[src/rtl/stimulus_sp.sv]
// -----------------------------------------------------------------------------
// stimulus_sp
//
// Registered stimulus generator for the single-port BRAM simulation harness.
// A start pulse launches a fixed phase sequence that drives the BRAM wrapper
// ports (and, in parallel, the single-port read-data checker):
//
//   FILL -> READ -> RMW -> VERIFY -> RANDOM -> RSTP -> DRAIN -> DONE
//
// Every output is registered. The internal logic is active-high, and each
// control output is converted to the BRAM's active level at the register
// input (logical value XNOR its *_POLARITY).
//
// Ports:
//   clk       in   rising-edge clock
//   rst       in   asynchronous active-high reset
//   start     in   launch the sequence (sampled only in IDLE or DONE)
//   busy      out  high from the first stimulus cycle through drain
//   done      out  high in DONE until the next start
//   bram_rst  out  BRAM reset, at RST_POLARITY
//   wclke     out  write clock enable, at WCLKE_POLARITY
//   we        out  write enable, at WE_POLARITY
//   re        out  read enable, at RE_POLARITY
//   addr      out  address
//   byteen    out  byte enables, each bit at BYTEEN_POLARITY
//   wdata_a   out  write data
//   addren    out  address enable (Titanium only; tied active on Trion)
// -----------------------------------------------------------------------------
module stimulus_sp #(
    parameter int          DATA_WIDTH_A    = 16,
    parameter int          ADDR_WIDTH_A    = 4,
    parameter int          BYTEEN_WIDTH    = 2,
    parameter logic        WE_POLARITY     = 1'b1,
    parameter logic        RE_POLARITY     = 1'b1,
    parameter logic        WCLKE_POLARITY  = 1'b1,
    parameter logic        BYTEEN_POLARITY = 1'b1,
    parameter logic        ADDREN_POLARITY = 1'b1,
    parameter logic        RST_POLARITY    = 1'b1,
    parameter string       FAMILY          = "TITANIUM",
    parameter int          NUM_RANDOM      = 64,
    parameter int          RST_CYCLES      = 2,
    parameter logic [31:0] LFSR_SEED       = 32'hACE1_1234
) (
    input  logic                    clk,
    input  logic                    rst,
    input  logic                    start,
    output logic                    busy,
    output logic                    done,
    output logic                    bram_rst,
    output logic                    wclke,
    output logic                    we,
    output logic                    re,
    output logic [ADDR_WIDTH_A-1:0] addr,
    output logic [BYTEEN_WIDTH-1:0] byteen,
    output logic [DATA_WIDTH_A-1:0] wdata_a,
    output logic                    addren
);

    localparam int  DEPTH    = 2 ** ADDR_WIDTH_A;
    localparam int  ACW      = ADDR_WIDTH_A + 1;
    localparam int  DRAIN_N  = 3;
    localparam int  OCNT_MAX = (NUM_RANDOM > RST_CYCLES)
                             ? ((NUM_RANDOM > DRAIN_N) ? NUM_RANDOM : DRAIN_N)
                             : ((RST_CYCLES > DRAIN_N) ? RST_CYCLES : DRAIN_N);
    localparam int  OCNT_W   = $clog2(OCNT_MAX);
    localparam bit  IS_TRION = (FAMILY == "TRION");

    // Galois form of x^32 + x^22 + x^2 + x + 1 for a right-shifting register.
    localparam logic [31:0] LFSR_TAPS = 32'h8020_0003;

    localparam logic [ACW-1:0]    ACNT_LAST  = ACW'(DEPTH - 1);
    localparam logic [OCNT_W-1:0] RAND_LAST  = OCNT_W'(NUM_RANDOM - 1);
    localparam logic [OCNT_W-1:0] RSTP_LAST  = OCNT_W'(RST_CYCLES - 1);
    localparam logic [OCNT_W-1:0] DRAIN_LAST = OCNT_W'(DRAIN_N - 1);

    typedef enum logic [3:0] {
        S_IDLE,
        S_FILL,
        S_READ,
        S_RMW,
        S_VERIFY,
        S_RANDOM,
        S_RSTP,
        S_DRAIN,
        S_DONE
    } state_t;

    state_t              state_q, state_d;
    logic [ACW-1:0]      acnt_q, acnt_d;   // address-phase counter
    logic [OCNT_W-1:0]   ocnt_q, ocnt_d;   // random / reset / drain counter
    logic [31:0]         lfsr_q, lfsr_d;

    // Logical (active-high) values to be registered onto the outputs.
    logic                    nx_busy;
    logic                    nx_done;
    logic                    nx_bram_rst;
    logic                    nx_wclke;
    logic                    nx_we;
    logic                    nx_re;
    logic                    nx_addren;
    logic [ADDR_WIDTH_A-1:0] nx_addr;
    logic [BYTEEN_WIDTH-1:0] nx_byteen;
    logic [DATA_WIDTH_A-1:0] nx_wdata;
    logic [ADDR_WIDTH_A-1:0] a_d;

    // Address replicated across the data word, truncated to DATA_WIDTH_A.
    function automatic logic [DATA_WIDTH_A-1:0] fill_word(input logic [ADDR_WIDTH_A-1:0] a);
        logic [DATA_WIDTH_A-1:0] w;
        for (int i = 0; i < DATA_WIDTH_A; i++) begin
            w[i] = a[i % ADDR_WIDTH_A];
        end
        return w;
    endfunction

    // Upper LFSR half replicated across the data word, truncated.
    function automatic logic [DATA_WIDTH_A-1:0] rand_word(input logic [15:0] h);
        logic [DATA_WIDTH_A-1:0] w;
        for (int i = 0; i < DATA_WIDTH_A; i++) begin
            w[i] = h[i % 16];
        end
        return w;
    endfunction

    // One-hot byte enable selecting group (a mod BYTEEN_WIDTH).
    function automatic logic [BYTEEN_WIDTH-1:0] lane_onehot(input logic [ADDR_WIDTH_A-1:0] a);
        logic [BYTEEN_WIDTH-1:0] b;
        for (int i = 0; i < BYTEEN_WIDTH; i++) begin
            b[i] = ((int'(a) % BYTEEN_WIDTH) == i);
        end
        return b;
    endfunction

    function automatic logic [31:0] lfsr_step(input logic [31:0] l);
        return {1'b0, l[31:1]} ^ (l[0] ? LFSR_TAPS : 32'h0);
    endfunction

    // -------------------------------------------------------------------------
    // Next-state and counter logic
    // -------------------------------------------------------------------------
    always_comb begin
        // NOTE: every variable assigned here gets a default first, so no path
        // through the case statement can leave one unassigned and infer a latch.
        state_d = state_q;
        acnt_d  = acnt_q;
        ocnt_d  = ocnt_q;
        lfsr_d  = lfsr_q;

        case (state_q)
            S_IDLE, S_DONE: begin
                if (start) begin
                    state_d = S_FILL;
                    acnt_d  = '0;
                    ocnt_d  = '0;
                    lfsr_d  = LFSR_SEED;
                end
            end
            S_FILL, S_READ, S_RMW, S_VERIFY: begin
                if (acnt_q == ACNT_LAST) begin
                    acnt_d = '0;
                    ocnt_d = '0;
                    case (state_q)
                        S_FILL:  state_d = S_READ;
                        S_READ:  state_d = S_RMW;
                        S_RMW:   state_d = S_VERIFY;
                        default: state_d = S_RANDOM;
                    endcase
                end else begin
                    acnt_d = acnt_q + 1'b1;
                end
            end
            S_RANDOM: begin
                if (ocnt_q == RAND_LAST) begin
                    state_d = S_RSTP;
                    ocnt_d  = '0;
                end else begin
                    ocnt_d = ocnt_q + 1'b1;
                end
            end
            S_RSTP: begin
                if (ocnt_q == RSTP_LAST) begin
                    state_d = S_DRAIN;
                    ocnt_d  = '0;
                end else begin
                    ocnt_d = ocnt_q + 1'b1;
                end
            end
            S_DRAIN: begin
                if (ocnt_q == DRAIN_LAST) begin
                    state_d = S_DONE;
                    ocnt_d  = '0;
                end else begin
                    ocnt_d = ocnt_q + 1'b1;
                end
            end
            default: state_d = S_IDLE;
        endcase

        // The outputs of a RANDOM cycle use the current LFSR value; the register
        // advances in the same cycle so the next RANDOM cycle sees the next value.
        if (state_d == S_RANDOM) begin
            lfsr_d = lfsr_step(lfsr_q);
        end
    end

    // -------------------------------------------------------------------------
    // Output decode. Decoded from the *next* state so the registered outputs
    // line up with the state being entered (first stimulus one edge after the
    // edge that samples start).
    // -------------------------------------------------------------------------
    assign a_d = acnt_d[ADDR_WIDTH_A-1:0];

    always_comb begin
        nx_busy     = 1'b0;
        nx_done     = 1'b0;
        nx_bram_rst = 1'b0;
        nx_wclke    = 1'b0;
        nx_we       = 1'b0;
        nx_re       = 1'b0;
        nx_addren   = 1'b0;
        nx_addr     = '0;
        nx_byteen   = '0;
        nx_wdata    = '0;

        case (state_d)
            S_FILL: begin
                nx_busy   = 1'b1;
                nx_wclke  = 1'b1;
                nx_we     = 1'b1;
                nx_addren = 1'b1;
                nx_addr   = a_d;
                nx_byteen = '1;
                nx_wdata  = fill_word(a_d);
            end
            S_READ, S_VERIFY: begin
                nx_busy   = 1'b1;
                nx_re     = 1'b1;
                nx_addren = 1'b1;
                nx_addr   = a_d;
            end
            S_RMW: begin
                // Same-cycle read and write of one byte lane exercises the
                // BRAM's read-during-write behaviour.
                nx_busy   = 1'b1;
                nx_wclke  = 1'b1;
                nx_we     = 1'b1;
                nx_re     = 1'b1;
                nx_addren = 1'b1;
                nx_addr   = a_d;
                nx_byteen = lane_onehot(a_d);
                nx_wdata  = ~fill_word(a_d);
            end
            S_RANDOM: begin
                nx_busy   = 1'b1;
                nx_we     = lfsr_q[0];
                nx_re     = lfsr_q[1];
                nx_wclke  = lfsr_q[2];
                nx_addren = lfsr_q[3];
                nx_byteen = lfsr_q[4 +: BYTEEN_WIDTH];
                nx_addr   = lfsr_q[12 +: ADDR_WIDTH_A];
                nx_wdata  = rand_word(lfsr_q[31:16]);
            end
            S_RSTP: begin
                nx_busy     = 1'b1;
                nx_bram_rst = 1'b1;
                nx_re       = 1'b1;
                nx_addren   = 1'b1;
            end
            S_DRAIN: begin
                // Idle stimulus while the checker's output pipeline flushes.
                nx_busy = 1'b1;
            end
            S_DONE: begin
                nx_done = 1'b1;
            end
            default: ;
        endcase
    end

    // -------------------------------------------------------------------------
    // State, counters, LFSR and output registers
    // -------------------------------------------------------------------------
    always_ff @(posedge clk or posedge rst) begin
        // NOTE: sequential state uses non-blocking assignments so every register
        // samples pre-edge values regardless of statement order.
        if (rst) begin
            state_q  <= S_IDLE;
            acnt_q   <= '0;
            ocnt_q   <= '0;
            lfsr_q   <= LFSR_SEED;
            busy     <= 1'b0;
            done     <= 1'b0;
            bram_rst <= 1'b0 ~^ RST_POLARITY;
            wclke    <= 1'b0 ~^ WCLKE_POLARITY;
            we       <= 1'b0 ~^ WE_POLARITY;
            re       <= 1'b0 ~^ RE_POLARITY;
            addren   <= IS_TRION ? ADDREN_POLARITY : (1'b0 ~^ ADDREN_POLARITY);
            addr     <= '0;
            byteen   <= {BYTEEN_WIDTH{1'b0 ~^ BYTEEN_POLARITY}};
            wdata_a  <= '0;
        end else begin
            state_q  <= state_d;
            acnt_q   <= acnt_d;
            ocnt_q   <= ocnt_d;
            lfsr_q   <= lfsr_d;
            busy     <= nx_busy;
            done     <= nx_done;
            bram_rst <= nx_bram_rst ~^ RST_POLARITY;
            wclke    <= nx_wclke ~^ WCLKE_POLARITY;
            we       <= nx_we ~^ WE_POLARITY;
            re       <= nx_re ~^ RE_POLARITY;
            addren   <= IS_TRION ? ADDREN_POLARITY : (nx_addren ~^ ADDREN_POLARITY);
            addr     <= nx_addr;
            byteen   <= nx_byteen ~^ {BYTEEN_WIDTH{BYTEEN_POLARITY}};
            wdata_a  <= nx_wdata;
        end
    end

endmodule
[config.mk]
export PLATFORM = sky130hd
export DESIGN_NAME = stimulus_sp
export DESIGN_NICKNAME = d
export VERILOG_FILES = /design/src/rtl/stimulus_sp.sv
export SDC_FILE = /design/constraint.sdc
export NUM_CORES = 1
export LEC_CHECK = 0
export CAP_MARGIN = 10
export CORE_MARGIN = 2
export CORE_UTILIZATION = 46
export CTS_CLUSTER_DIAMETER = 40
export DETAILED_ROUTE_END_ITERATION = 10
export GPL_ROUTABILITY_DRIVEN = 0
export PLACE_DENSITY_LB_ADDON = 0.15
export SLEW_MARGIN = 0
export SYNTH_ARGS = -nofsm -noshare
export SYNTH_HDL_FRONTEND = slang
export SYNTH_SLANG_ARGS = --single-unit
[constraint.sdc]
create_clock -name clk -period 6.8 [get_ports clk]
set_input_delay 0.68 -clock clk [delete_from_list [all_inputs] [get_ports clk]]
set_output_delay 0.68 -clock clk [all_outputs]
set_load 0.01 [all_outputs]
==> impl_metrics.env <==
export IMPL_cp_max_fo=69
export IMPL_startpoint_type="register"
export IMPL_max_stage_delay_ps=540
export IMPL_drive_gt1_share_pct=11.8
export IMPL_tightest_slew_ps=933
export IMPL_htreeDepth=3
export IMPL_cts_made_buffers=9
export IMPL_hold_path_class="register to register"
export IMPL_async_flop_share_pct=100
export IMPL_fp_row_count=31
export IMPL_worstPathArrival_ps=3610
export IMPL_p_seq_share_pct=39.9
export IMPL_syn_inst=315
export IMPL_tns_ps=0
export IMPL_combPwrFrac_pct=43.7
export IMPL_crit_path_cell_trace="ha_1 -> and4b_1 -> nand3b_1 -> a32oi_2 -> inv_2 -> a211oi_4 -> buf_4 -> nor2_1 -> a22o_1"
export IMPL_hold_ws_ps=473
export IMPL_n_antenna_cell=0
export IMPL_path_clk_slew_ps=90
export IMPL_grt_max_degree=77
export IMPL_via_count=2376
export IMPL_yosys_warnings=0
export IMPL_fill_cells=648
export IMPL_gr_total_overflow=0
export IMPL_clock_skew_ps=10.2
export IMPL_start_util_pct=47.0
export IMPL_worstSetupEndpointType="register"
export IMPL_ir_drop_uv=171
export IMPL_p_switching_mw=0.799
export IMPL_die_width_um=89.4
export IMPL_rsz0062_at_grt="false"
export IMPL_detail_route_antenna_nets=0
export IMPL_outcome="complete, no violations"
export IMPL_synthesis_area_um2=3350
export IMPL_dr_first_iter_drc_count=112
export IMPL_synth_flop_cell="dfrtp_1"
export IMPL_avgSynthCellArea_um2=10.6
export IMPL_maxCapViolations=0
export IMPL_top_level_ports=32
export IMPL_portBuffers=31
export IMPL_hold_viol_final=0
export IMPL_setup_viol=0
export IMPL_nets=349
export IMPL_power_density_nw_per_um2=518
export IMPL_ys_seq_elements=76
export IMPL_post_route_period_util_pct=49.6
export IMPL_grtUsageTotal_pct=18.5
export IMPL_totalWireLength_mm=6.78
export IMPL_antenna_found_initial=0
export IMPL_synth_fp_nets=322
export IMPL_wl_per_cell_um=15.2
export IMPL_coreArea_um2=7140
export IMPL_postCtsHoldBufs=0
export IMPL_route_detailed_drc=0
export IMPL_relSlewSlack_pct=37.5
export IMPL_grt_pass1_wl_mm=11.0
export IMPL_ctsResizeCount=0
export IMPL_seq_area_frac_synth_pct=57.2
export IMPL_cts_sinks=76
export IMPL_p_leak_nw=1.76
export IMPL_utilization_pct=54.7
export IMPL_cts_tree="built"
export IMPL_worstSkewPairLatency_ps=350
export IMPL_viasPerCell=5.33
export IMPL_first_pass_iters=4
export IMPL_clkPwrFrac_pct=16.4
export IMPL_die_h_um=89.4
export IMPL_crit_type="register to register"
export IMPL_cp_slowest_cell="buf_4"
export IMPL_dpl_hpwl_mm=4.37
export IMPL_fp_dieArea_um2=7990
export IMPL_max_freq_mhz=297
export IMPL_swShare_pct=39.5
export IMPL_maxSlewViolCount=0
export IMPL_synth_enable_flop_cells=0
export IMPL_crit_required_ps=7040
export IMPL_clk_path_buf_depth=2
export IMPL_synth_cell_types=52
export IMPL_fin_crit_ps=3370
export IMPL_p_int_mw=1.22
export IMPL_grt_pass1_vias=2153
export IMPL_cts_root_buf="clkbuf_8"
export IMPL_cts_setup_buffers=0
export IMPL_area_growth_pct=16.5
state kept, by name, summed over array words and instances, names as in the netlist, 2 cells and up:
name and flops:
lfsr_q 32, wdata_a 16, ocnt_q 6, acnt_q 5, addr 4, state_q 4
byteen 2
final cells by class:
| type | instances | area [um^2] | share of cell area (%) |
|---|---|---|---|
| timing repair buffer | 34 | 333 | 8.52 |
| clock inverter | 7 | 65.1 | 1.67 |
| tap | 99 | 124 | 3.17 |
| multi-input combinational | 212 | 1310 | 33.5 |
| inverter | 9 | 33.8 | 0.865 |
| clock buffer | 9 | 124 | 3.17 |
| sequential | 76 | 1920 | 49.1 |
metrics by stage:
stage / total power [mW] / setup WS (ps) / area (um^2) / instances
final: 2.02 / 3430 / 3910 / 446
after global routing: 2.18 / 3200 / 3910 / 446
after CTS: 2.04 / 3470 / 3910 / 446
after detailed placement: 1.70 / 3510 / 3720 / 430
after global placement: 1.70 / 3520 / 3720 / 430
after floorplan: 1.41 / 4200 / 3350 / 315
synthesized netlist by cell type (all sizes together) (3+ instances only):
master | number | area share (%)
a21o | 16 | 3.6
a21oi | 9 | 1.3
a22o | 15 | 3.9
a31oi | 3 | 0.56
and2 | 4 | 0.75
and3 | 3 | 0.56
buf | 14 | 2.3
clkbuf | 4 | 0.45
dfrtp | 63 | 47
dfstp | 13 | 10
ha | 4 | 1.5
inv | 9 | 1.0
mux2i | 3 | 1.0
nand2 | 36 | 4.0
nand2b | 5 | 0.93
nand3 | 6 | 0.90
nor2 | 23 | 2.6
nor3 | 7 | 1.0
o21ai | 31 | 4.6
o22ai | 4 | 0.75
o31ai | 4 | 0.90
or3 | 3 | 0.56
xnor2 | 3 | 0.78
xor2 | 3 | 0.78
path summary, 6_finish.rpt:
kind | start | to | depth (start not counted) | slack (ps)
hold / removal | lfsr_q[27] | lfsr_q[26] | 2 | 470
hold reg to reg | lfsr_q[27] | lfsr_q[26] | 2 | 470
min in group asynchronous | rst | re | 3 | 930
setup / recovery | acnt_q[0] | lfsr_q[11] | 9 | 3430
setup reg to reg | acnt_q[0] | lfsr_q[11] | 9 | 3430
max in group asynchronous | rst | ocnt_q[2] | 3 | 5270
power groups by stage:
stage	Combinational [mW]	Sequential (mW)	Clock, mW
floorplan	0.613	0.797	0
global placement	0.884	0.813	0
detailed placement	0.883	0.813	0
CTS	0.893	0.806	0.340
global route	0.988	0.832	0.360
finish	0.884	0.807	0.332
cells in the final DEF (no fill, tap or decap), types with 4 or more instances in the layout:
master	instances
a21o_1	16
nand2b_1	5
a22o_1	15
clkdlybuf4s50_1	31
and2_1	4
nand2_1	36
nand3_1	6
o21ai_1	10
dfrtp_1	63
o22ai_1	4
nor2_1	23
nor3_1	7
o21ai_0	21
ha_1	4
clkbuf_8	9
inv_1	7
dfstp_2	13
a21oi_1	9
o31ai_1	4
cells by family (layout without fill, tap and decap cells):
| kind of cell | Yosys count | count (layout) | synth area share, % |
|---|---|---|---|
| xor+xnor | 6 | 6 | 1.57 |
| mux | 4 | 4 | 1.34 |
| buf+inv | 27 | 59 | 3.77 |
| fa+ha+maj | 5 | 5 | 1.79 |
| compound gates | 95 | 95 | 19.7 |
| flops | 76 | 76 | 57.2 |
| simple gates | 102 | 102 | 14.6 |
critical path, delay by kind of cell, from the launching register on:
family                   cells  cell delay, ps
AO/OA/AOI/OAI                3             970
adder cells (fa/ha/maj)      1             300
buffers and inverters        2             700
flip-flops                   1             430
AND/OR/NAND/NOR              3             830
per-layer routing:
metal / up-vias / part of all wire, % / GRT usage, %
met4: 0 / 1.7 / 8.55
met3: 9 / 2.7 / 3.79
li1: 1172 / - / -
met2: 34 / 45 / 26.5
met5: - / 0 / 0
met1: 1161 / 51 / 26.9
Note: power is estimated with default switching activity, not from simulation.
